File: src/rtl/rng_pkg.sv
// Shared constants, FSM state type and LFSR step helper for the RNG share arbiter.
package rng_pkg;

    localparam int unsigned LFSR_W = 5;
    localparam int unsigned TAP_HI = 4;
    localparam int unsigned TAP_LO = 2;
    localparam logic [LFSR_W-1:0] SEED_SAFE = 5'b00001;

    typedef enum logic [0:0] {
        StWarmup,
        StServe
    } state_e;

    // x^5 + x^3 + 1 Fibonacci step; maximal length, never reaches zero from a nonzero state.
    function automatic logic [LFSR_W-1:0] lfsr_next(input logic [LFSR_W-1:0] s);
        return {s[LFSR_W-2:0], s[TAP_HI] ^ s[TAP_LO]};
    endfunction

endpackage

File: src/rtl/rng_share_arbiter_lfsr.sv
// 5-bit LFSR register: load beats step, a zero load is replaced by the safe seed.
module rng_lfsr5
    import rng_pkg::*;
(
    input  logic              clk,
    input  logic              rst,
    input  logic              step,
    input  logic              load,
    input  logic [LFSR_W-1:0] load_val,
    output logic [LFSR_W-1:0] q
);

    // State register with synchronous reset to the safe seed.
    always_ff @(posedge clk) begin
        if (rst) begin
            q <= SEED_SAFE;
        end else if (load) begin
            q <= (load_val == '0) ? SEED_SAFE : load_val;
        end else if (step) begin
            q <= lfsr_next(q);
        end
    end

endmodule

File: src/rtl/rng_share_arbiter.sv
// Round-robin arbiter handing out one LFSR value per grant, with warm-up after reset/reseed.
module rng_share_arbiter
    import rng_pkg::*;
#(
    parameter int unsigned NREQ   = 4,
    parameter int unsigned WARMUP = 4
) (
    input  logic              clk,
    input  logic              rst,
    input  logic              seed_valid,
    input  logic [LFSR_W-1:0] seed,
    input  logic [NREQ-1:0]   req,
    output logic [NREQ-1:0]   gnt,
    output logic              rnd_valid,
    output logic [LFSR_W-1:0] rnd_data,
    output logic              busy
);

    localparam int unsigned PTR_W = (NREQ > 1) ? $clog2(NREQ) : 1;

    state_e            state_q, state_d;
    logic [3:0]        warm_cnt_q, warm_cnt_d;
    logic [PTR_W-1:0]  rr_ptr_q, rr_ptr_d;
    logic [NREQ-1:0]   gnt_q, gnt_d;
    logic              rnd_valid_q, rnd_valid_d;
    logic [LFSR_W-1:0] rnd_data_q, rnd_data_d;
    logic [LFSR_W-1:0] lfsr_q;
    logic              step_en;
    logic              found;
    logic [PTR_W-1:0]  sel_idx;

    rng_lfsr5 u_lfsr (
        .clk      (clk),
        .rst      (rst),
        .step     (step_en),
        .load     (seed_valid),
        .load_val (seed),
        .q        (lfsr_q)
    );

    // Round-robin search: first requester at or after rr_ptr, wrapping.
    always_comb begin
        logic [PTR_W-1:0] cand;
        found   = 1'b0;
        sel_idx = '0;
        cand    = '0;
        for (int unsigned off = 0; off < NREQ; off++) begin
            cand = PTR_W'((32'(rr_ptr_q) + off) % NREQ);
            if (!found && req[cand]) begin
                found   = 1'b1;
                sel_idx = cand;
            end
        end
    end

    // Next-state logic; a seed load overrides any grant decision in the same cycle.
    always_comb begin
        state_d     = state_q;
        warm_cnt_d  = warm_cnt_q;
        rr_ptr_d    = rr_ptr_q;
        gnt_d       = '0;
        rnd_valid_d = 1'b0;
        rnd_data_d  = rnd_data_q;
        step_en     = 1'b0;
        if (seed_valid) begin
            state_d    = StWarmup;
            warm_cnt_d = '0;
        end else begin
            unique case (state_q)
                StWarmup: begin
                    step_en    = 1'b1;
                    warm_cnt_d = warm_cnt_q + 4'd1;
                    if (warm_cnt_q == 4'(WARMUP - 1)) begin
                        state_d    = StServe;
                        warm_cnt_d = '0;
                    end
                end
                StServe: begin
                    if (found) begin
                        gnt_d       = NREQ'(1) << sel_idx;
                        rnd_valid_d = 1'b1;
                        rnd_data_d  = lfsr_q;
                        step_en     = 1'b1;
                        rr_ptr_d    = PTR_W'((32'(sel_idx) + 1) % NREQ);
                    end
                end
                default: state_d = StWarmup;
            endcase
        end
    end

    // State and output registers with synchronous reset.
    always_ff @(posedge clk) begin
        if (rst) begin
            state_q     <= StWarmup;
            warm_cnt_q  <= '0;
            rr_ptr_q    <= '0;
            gnt_q       <= '0;
            rnd_valid_q <= 1'b0;
            rnd_data_q  <= '0;
        end else begin
            state_q     <= state_d;
            warm_cnt_q  <= warm_cnt_d;
            rr_ptr_q    <= rr_ptr_d;
            gnt_q       <= gnt_d;
            rnd_valid_q <= rnd_valid_d;
            rnd_data_q  <= rnd_data_d;
        end
    end

    assign gnt       = gnt_q;
    assign rnd_valid = rnd_valid_q;
    assign rnd_data  = rnd_data_q;
    assign busy      = (state_q == StWarmup);

endmodule

File: config.mk
export PLATFORM = sky130hd
export DESIGN_NAME = rng_share_arbiter
export DESIGN_NICKNAME = d
export VERILOG_FILES = /design/src/rtl/rng_pkg.sv /design/src/rtl/rng_share_arbiter_lfsr.sv /design/src/rtl/rng_share_arbiter.sv
export SDC_FILE = /design/constraint.sdc
export NUM_CORES = 1
export LEC_CHECK = 0
export BUFFER_PORTS_ARGS = -buffer_cell sky130_fd_sc_hd__buf_2
export CAP_MARGIN = 10
export CORE_ASPECT_RATIO = 0.8
export CORE_MARGIN = 2
export CORE_UTILIZATION = 55
export CTS_CLUSTER_DIAMETER = 30
export CTS_CLUSTER_SIZE = 8
export DETAILED_ROUTE_END_ITERATION = 8
export HOLD_SLACK_MARGIN = 0.05
export PLACE_DENSITY = 0.81
export SYNTH_ARGS = -nofsm -noshare
export SYNTH_HDL_FRONTEND = slang
export SYNTH_SLANG_ARGS = --single-unit
export TNS_END_PERCENT = 5
File: constraint.sdc
create_clock -name clk -period 2.25 [get_ports clk]
set_input_delay 0.225 -clock clk [delete_from_list [all_inputs] [get_ports clk]]
set_output_delay 0.225 -clock clk [all_outputs]
set_load 0.1 [all_outputs]
After elaboration in Yosys (flattened, before gate mapping)
Cells that the tools add are included.
- add/sub/neg operators: 5
- multipliers: 0
- div/mod/pow operators: 0
- magnitude comparators: 4
- equality and inequality tests: 1
- shift-type cells: 1
- muxes and demuxes: 25
- bitwise logic cells: 4
- reduce and logical (&&, ||, !) cells: 12
- operator list (cell ; count):
    2-to-1 mux 5 bit ; 3
    less-than comparator 2 x 3 -> 1 bit (second input constant) ; 4
    2-to-1 mux 1 bit ; 12
    binary-select mux 1 bit (select 2 bit) ; 4
    2-to-1 mux 2 bit ; 4
    logical NOT 5 bit ; 1
    adder 2 x 1 -> 2 bit (second input constant) ; 2
    adder 2 bit (second input constant) ; 2
    adder 4 x 1 -> 4 bit (second input constant) ; 1
    equality test 4 x 2 -> 1 bit (second input constant) ; 1
    2-to-1 mux 4 bit ; 1
    OR reduction 4 bit ; 1
    << shifter 1 x 2 -> 4 bit (first input constant) ; 1
    logical AND 1 bit ; 3
    logical NOT 1 bit ; 3
    inverter 1 bit ; 3
    AND reduction 3 bit ; 1
    OR reduction 3 bit ; 1
    one-hot mux 1 bit (2 select lines) ; 1
    nonzero test 2 bit ; 1
    OR reduction 2 bit ; 1
    bitwise XOR 1 bit ; 1
- register bits after elaboration: 22
- bits in latches: 0
- memory bits (writable): 0
- ROM bits: 0
- input bits: 12
- output and inout port bits: 11
- word-level logic and storage cells: 59
- memories: 0

Logic depth before layout (Yosys ltp)
Gate-level depths: netlist of run 1.
- word-level depth: 17
- mapped depth: 5
- depth with buffers taken out: 5

Cells and area by module
From an unflattened synthesis of run 1, not the netlist that was laid out.
- cell total of the unflattened synthesis: 102
- area, all modules: 978.4 µm²
- modules (own cells, without submodules) (module ; times used ; cells an instance ; area an instance (µm²) ; seq. area each (µm²)):
    rng_share_arbiter ; 1 ; 77 ; 729.4 ; 340.3
    rng_lfsr5 ; 1 ; 25 ; 249.0 ; 100.1

Least setup slack after synthesis of run 1
Ideal clock, no wire load.
- path kind: register to register
- start point: register state_q
- end point: register rnd_data_q[0], in the netlist rnd_data[0]
- setup time: 0.128 ns
- data arrival time: 1.387 ns
- data required time: 2.122 ns
- setup slack: 0.735 ns
- stages on the path, launching flop included: 5
- path buffers: 0
- clock period less this slack: 1.515 ns
- cells stage by stage: dfxtp_1 > inv_2 > nor3_4 > mux2i_1 > nor2_1
- word-level cells in the longest chain between the ends: 1
- RTL lines (element ; line ; source):
    start: declaration ; rng_share_arbiter.sv:21 ; state_e state_q, state_d;
    start signal: assignment ; rng_share_arbiter.sv:95 ; state_q <= StWarmup;
    start signal: assignment ; rng_share_arbiter.sv:102 ; state_q <= state_d;
    AND reduction 3 bit (no source line) ; n/a ;
    end signal: assignment ; rng_share_arbiter.sv:107 ; rnd_data_q <= rnd_data_d;
    end: declaration ; rng_share_arbiter.sv:26 ; logic [LFSR_W-1:0] rnd_data_q, rnd_data_d;
No other way between the ends.
A chain may end at the register's enable or synchronous reset.

Worst setup path in the final report of run 1
- start point: register state_q
- end point: output port busy
- word-level cells in the longest chain between the ends: 1
- RTL lines (element ; line ; source):
    inverter 1 bit ; n/a ;
    end: declaration ; rng_share_arbiter.sv:16 ; output logic busy
No other way between the ends.

==> flow_metrics.py, run 1 <==
metrics = {
    "run": {
        "max-cap-violations": 0,
    },
    "critical_path": {
        "worstPathCellList": "inv_2 > buf_2",
        "worst_ep_required_time_ps": 2030,
        "r2r_slack_ps": 800,
        "cp_slowest_cell": "buf_2",
        "setup.worst_path.start_class": "register",
        "setup.worst_path.end_class": "output port",
        "crit-reg2reg-launch": "state_q",
        "worst_r2r_endpoint": "rnd_data[2]",
        "timing.reg2reg.worst_path_depth": 4,
        "cp_data_arrival_time_ps": 1270,
        "critPathKind": "register to output port",
        "crit_path_largest_cell_delay_ps": 440,
        "timing.critical_path.fanout_max": 5,
    },
    "route": {
        "drt_drc_violations_left": 0,
        "wire_per_inst_um": 13.1,
        "met3_length_um": 98,
        "via_count": 783,
        "drt_wl_total_um": 1840,
        "drtPass1Iterations": 4,
        "met1_length_um": 822,
        "drt.antenna.violating_nets": 0,
        "dr.max_layer_used": "met4",
        "vias_per_cell": 5.55,
        "met2_wirelength_um": 908,
        "initialDrtViolationCount": 8,
    },
    "synthesis": {
        "synth.distinct_cells": 33,
        "synth_sequential_area_ratio_pct": 45.2,
        "synthesis.yosys.warnings": 0,
        "postSynthAreaPerCell_sq_um": 10.1,
        "mappedNetlistArea_sq_um": 973,
        "yosys_register_bits": 22,
        "syn-instance-count": 96,
        "postSynthNetCount": 109,
    },
    "power_and_ir_drop": {
        "vdd_drop_max_mv": 0.393,
        "power.density_nw_per_um2": 606,
        "totalPowerFinal_uw": 688,
        "p_leak_nw": 0.483,
    },
    "worst_hold_path": {
        "worst_hold_path.endpoint": "u_lfsr.q[3]",
        "min-delay-start": "seed[3]",
        "worstHoldPathType": "input pin to register",
        "timing.hold.worst_path_depth": 3,
    },
    "clock_tree": {
        "cts.root.buffer_cell": "clkbuf_4",
        "worst_skew_pair.late_latency_ps": 300,
        "cts_resized": 0,
        "cts.sink_count": 22,
        "holdBufCountCts": 0,
        "cts.repair_timing.setup_buffer_count": 0,
        "clk_pin_slew_ps": 120,
        "clockBufferDepth": 2,
        "cts.htree.levels": 1,
        "tritoncts": "yes",
        "tritoncts.num_buffers": 3,
    },
    "place": {
        "port_buffers": 22,
        "detailedPlacementHpwl_um": 1350,
        "place_congestion": 0.868,
        "placed_cells_incl_taps": 137,
    },
    "die": {
        "die_boundary_width_um": 51.0,
        "floorplan.io_pins": 23,
        "dieArea_sq_um": 2120,
        "core_region_area_sq_um": 1640,
        "vert_die_dim_um": 41.6,
        "std_cell_rows": 13,
        "initial_core_util_pct": 59.3,
    },
    "global_route": {
        "global_router_s_overall_resource_usage_pct": 19.1,
        "residual_overflow_from_global_routing": 0,
        "first_global_vias": 708,
        "grt_pass1_wl_um": 3080,
        "grt_antenna_before_repair": 0,
        "grt_start_max_net_pins": 19,
    },
    "timing": {
        "min_period_ps": 1500,
        "final_hold_viol_count": 0,
        "timing.final.setup_violations": 0,
        "timing.slew.headroom_pct": 65.8,
        "setup_total_negative_slack_ps": 0,
        "worst-slew-pin-transition_ps": 512,
        "timing.final.crit_share_pct": 66.6,
        "worst_clock_skew_ps": 4.35,
        "max_slew_violations": 0,
        "peak_freq_ghz": 0.667,
        "rsz0062_at_grt": "false",
    },
    "final_layout": {
        "final_layout_size_suffix_gt1_share_pct": 31.1,
        "nNetsFinal": 133,
        "area_growth_pct": 16.7,
        "number_of_antenna_repair_diodes": 0,
        "layout.filler_cells": 148,
        "post_layout_nonfiller_instances": 141,
    },
    "status": {
        "status": "complete, no violations",
    },
}
## worst max-delay path: cells and delay by family (launching register included)
| family | cells | cell delay [ps] |
|---|---|---|
| buffers and inverters | 2 | 580 |
| flip-flops | 1 | 390 |
## placed cells by master (no fill, tap or decap), drive strengths merged, types with 2 or more instances in the layout
master,count
nor3b,2
dfxtp,22
nand2,2
nor3,6
a21oi,4
o21ai,2
clkbuf,4
mux2i,11
xnor2,2
nor4,3
a211oi,6
buf,22
nor2,15
nand2b,2
inv,4
## flip-flops by register name (all words and copies together) (netlist names)
register,count
rr_ptr_q,2
rnd_data,5
gnt,4
warm_cnt_q,4
state_q,1
rnd_valid,1
u_lfsr.q,5
## final cells by class
type	count	area, sq um	share of cell area, %
Timing Repair Buffer	22	110	9.69
Tap cell	22	27.5	2.42
Sequential cell	22	440	38.8
Clock buffer	4	36.3	3.19
Inverter	4	15.0	1.32
Multi-Input combinational cell	67	507	44.6
## metrics by stage
stage	area [sq um]	hold WS (ps)	util [%]	worst slack [ps]
after floorplan	973	319	-	735
after global routing	1140	242	69.2	652
after CTS	1140	254	69.2	745
after detailed placement	1100	476	66.9	739
final	1140	258	69.2	751
after global placement	1100	471	66.9	808
## Yosys cell counts
master	instances	area (sq um)
xnor2_1	2	17.5
nor3b_1	2	15.0
a21o_1	1	7.51
a221oi_4	1	26.3
ha_1	1	12.5
a211oi_2	1	12.5
nand4_1	1	6.26
inv_1	3	11.3
nor4_4	1	21.3
a21oi_1	3	15.0
a211oi_1	5	37.5
nor2_1	15	56.3
nor4_1	1	6.26
inv_2	1	3.75
nor3_1	5	25.0
nor4_2	1	12.5
clkbuf_1	3	11.3
o22a_1	1	8.76
nand3b_2	1	11.3
nor2b_1	1	6.26
and3b_2	1	10.0
dfxtp_1	22	440
a211o_1	1	8.76
xor2_1	1	8.76
nand2_1	2	7.51
and3_2	1	7.51
nor3_4	1	16.3
mux2i_1	11	110
nand2b_2	1	8.76
a21oi_2	1	8.76
o22ai_1	1	6.26
nand2b_1	1	6.26
o21ai_0	2	10.0
## cell families (layout without fill, tap and decap cells)
family          after synthesis  count (layout)  synth area share (%)
compound gates               17              17                  14.5
xor+xnor                      3               3                  2.70
fa+ha+maj                     1               1                  1.29
buf+inv                       7              30                  2.70
flops                        22              22                  45.2
mux                          11              11                  11.3
simple gates                 35              35                  22.2
## layer usage
layer / track usage, % / vias up
met5: 0 / -
met4: 4.86 / 0
met3: 6.47 / 2
met2: 32.7 / 24
met1: 22.8 / 363
li1: - / 394
## where the power goes
part / internal, mW / switching [mW]
logic: 0.0291 / 0.0383
registers: 0.398 / 0.00811
clock network: 0.0988 / 0.116
## how the worst max path moves through the flow
| stage | from | end | depth (start not counted) |
|---|---|---|---|
| 2_1_floorplan | state_q | rnd_data[0] | 4 |
| 3_3_place_gp | req[0] | u_lfsr.q[0] | 4 |
| 3_5_place_dp | req[0] | u_lfsr.q[0] | 4 |
| 4_1_cts | state_q | busy | 2 |
| 5_1_grt | state_q | rnd_data[1] | 4 |
| 6_report | state_q | busy | 2 |
No activity file was read; power rests on OpenSTA's default activity.
==> run 2: changes to the inputs <==
--- a/config.mk
+++ b/config.mk
@@ -9,12 +9,12 @@
 export CAP_MARGIN = 10
 export CORE_ASPECT_RATIO = 0.8
 export CORE_MARGIN = 2
-export CORE_UTILIZATION = 55
+export CORE_UTILIZATION = 51
 export CTS_CLUSTER_DIAMETER = 30
 export CTS_CLUSTER_SIZE = 8
 export DETAILED_ROUTE_END_ITERATION = 8
 export HOLD_SLACK_MARGIN = 0.05
-export PLACE_DENSITY = 0.81
+export PLACE_DENSITY = 0.76
 export SYNTH_ARGS = -nofsm -noshare
 export SYNTH_HDL_FRONTEND = slang
 export SYNTH_SLANG_ARGS = --single-unit
==> constraint.sdc (replaced) <==
create_clock -name clk -period 1.4 [get_ports clk]
set_input_delay 0.14 -clock clk [delete_from_list [all_inputs] [get_ports clk]]
set_output_delay 0.14 -clock clk [all_outputs]
set_load 0.1 [all_outputs]
==> flow_metrics.py, run 2 (synthesis gave the netlist of run 1 again) <==
metrics = {
    "status": {
        "status": "complete, no violations",
    },
    "final_layout": {
        "most_frequent_standard_cell_in_the_layout_excluding_fill_and_tap_cells": "buf_2",
        "final_cell_mix": "buf_2, dfxtp_1, nor2_1, mux2i_1",
        "number_of_antenna_repair_diodes": 0,
        "seq_area_sq_um": 444,
        "final_layout_size_suffix_gt1_share_pct": 36.3,
        "area_growth_pct": 21.5,
        "multi_input_comb_area_sq_um": 508,
        "nNetsFinal": 139,
        "layout.filler_cells": 155,
        "final_design_area_no_fill_sq_um": 1180,
    },
    "global_route": {
        "grt_antenna_before_repair": 0,
        "residual_overflow_from_global_routing": 0,
        "first_global_vias": 738,
        "grt_start_max_net_pins": 18,
        "global_router_s_overall_resource_usage_pct": 18.9,
        "grt_pass1_wl_um": 3160,
    },
    "power_and_ir_drop": {
        "totalPowerFinal_mw": 1.03,
        "power.density_nw_per_um2": 875,
        "p_leak_nw": 0.509,
        "vdd_drop_max_mv": 0.738,
    },
    "route": {
        "wire_per_inst_um": 12.5,
        "drt_drc_violations_left": 0,
        "vias_per_cell": 5.22,
        "initialDrtViolationCount": 8,
        "drt.antenna.violating_nets": 0,
        "drt_wl_total_um": 1850,
        "via_count": 773,
        "drtPass1Iterations": 4,
    },
    "die": {
        "dieArea_sq_um": 2280,
        "std_cell_rows": 14,
        "die_boundary_width_um": 52.8,
        "initial_core_util_pct": 52.9,
        "core_region_area_sq_um": 1840,
        "vert_die_dim_um": 43.1,
        "floorplan.io_pins": 23,
    },
    "critical_path": {
        "timing.critical_path.fanout_max": 5,
        "setup.worst_path.end_class": "register",
        "worstPathCellList": "nand2b_2 > nor2b_1 > o22a_2 > xnor2_1 > a211oi_2",
        "cp_slowest_cell": "dfxtp_2",
        "crit_path_largest_cell_delay_ps": 350,
        "cp_data_arrival_time_ps": 1560,
        "setup.worst_path.start_class": "register",
        "worst_ep_required_time_ps": 1620,
        "critPathKind": "register to register",
    },
    "timing": {
        "worst_clock_skew_ps": 3.04,
        "timing.final.setup_violations": 0,
        "rsz0062_at_grt": "false",
        "final_hold_viol_count": 0,
        "worst-slew-pin-transition_ps": 486,
        "max_slew_violations": 0,
        "timing.final.crit_share_pct": 95.5,
        "peak_freq_ghz": 0.748,
        "min_period_ps": 1340,
        "timing.slew.headroom_pct": 67.9,
        "whs_ps": 183,
        "setup_total_negative_slack_ps": 0,
    },
    "clock_tree": {
        "tritoncts": "yes",
        "cts.sink_count": 22,
        "clk_pin_slew_ps": 110,
        "cts.htree.levels": 1,
        "tritoncts.num_buffers": 3,
        "clockBufferDepth": 2,
        "worst_skew_pair.late_latency_ps": 300,
        "cts.root.buffer_cell": "clkbuf_4",
        "cts.repair_timing.setup_buffer_count": 0,
    },
    "place": {
        "port_buffers": 22,
        "detailedPlacementHpwl_um": 1470,
        "place_congestion": 0.709,
        "dpl-instance-area_sq_um": 1150,
    },
    "worst_hold_path": {
        "worstHoldPathType": "input pin to register",
    },
    "run": {
        "max-cap-violations": 0,
    },
}
-- run 2: critical path, delay by kind of cell, from the launching register on --
family | cells | cell delay [ps]
xor+xnor | 1 | 140
compound gates | 2 | 460
flops | 1 | 350
simple gates | 2 | 310
-- run 2: stage by stage --
step | utilization, % | cells | setup WS [ps]
finish | 64.3 | 148 | 62.5
global route | 64.3 | 148 | 0.458
CTS | 64.1 | 148 | 39.5
detailed placement | 62.3 | 144 | 20.8
global placement | 62.3 | 144 | 48.2
floorplan | - | 96 | 101
-- run 2: report_power, final --
part           switching [mW]  internal (mW)  total [mW]
combinational          0.0624         0.0516       0.114
sequential             0.0131          0.639       0.653
clock                   0.168          0.100       0.268
-- run 2: path summary, 6_finish.rpt --
| path | to | cells past startpoint | startpoint | slack [ps] |
|---|---|---|---|---|
| worst max register to register | rr_ptr_q[1] | 5 | rr_ptr_q[0] | 60 |
| worst min-delay path | u_lfsr.q[1] | 3 | seed[1] | 180 |
| worst max-delay path | rr_ptr_q[1] | 5 | rr_ptr_q[0] | 60 |
| worst min register to register | rnd_data[4] | 2 | rnd_data[4] | 500 |
-- run 2: per-layer routing --
| metal | GRT usage, % | wire length, um | vias up |
|---|---|---|---|
| met5 | 0 | 0 | - |
| met4 | 4.62 | 11 | 0 |
| met3 | 5.28 | 109 | 3 |
| met2 | 33.5 | 933 | 20 |
| met1 | 22.2 | 792 | 348 |
| li1 | - | - | 402 |
-- run 2: repair_timing --
item | in CTS | in global routing
endpoints found under the setup margin | 0 | 1
resized for setup | 0 | 3
endpoints found under the hold margin | 1 | 0
hold buffers | 1 | 0
-- run 2: final cells by class --
cell class | instances | area share (%)
multi-input combinational | 67 | 43.0
inverter | 4 | 1.69
sequential | 22 | 37.6
tap | 24 | 2.54
clock buffer | 3 | 1.90
timing repair buffer | 28 | 13.3
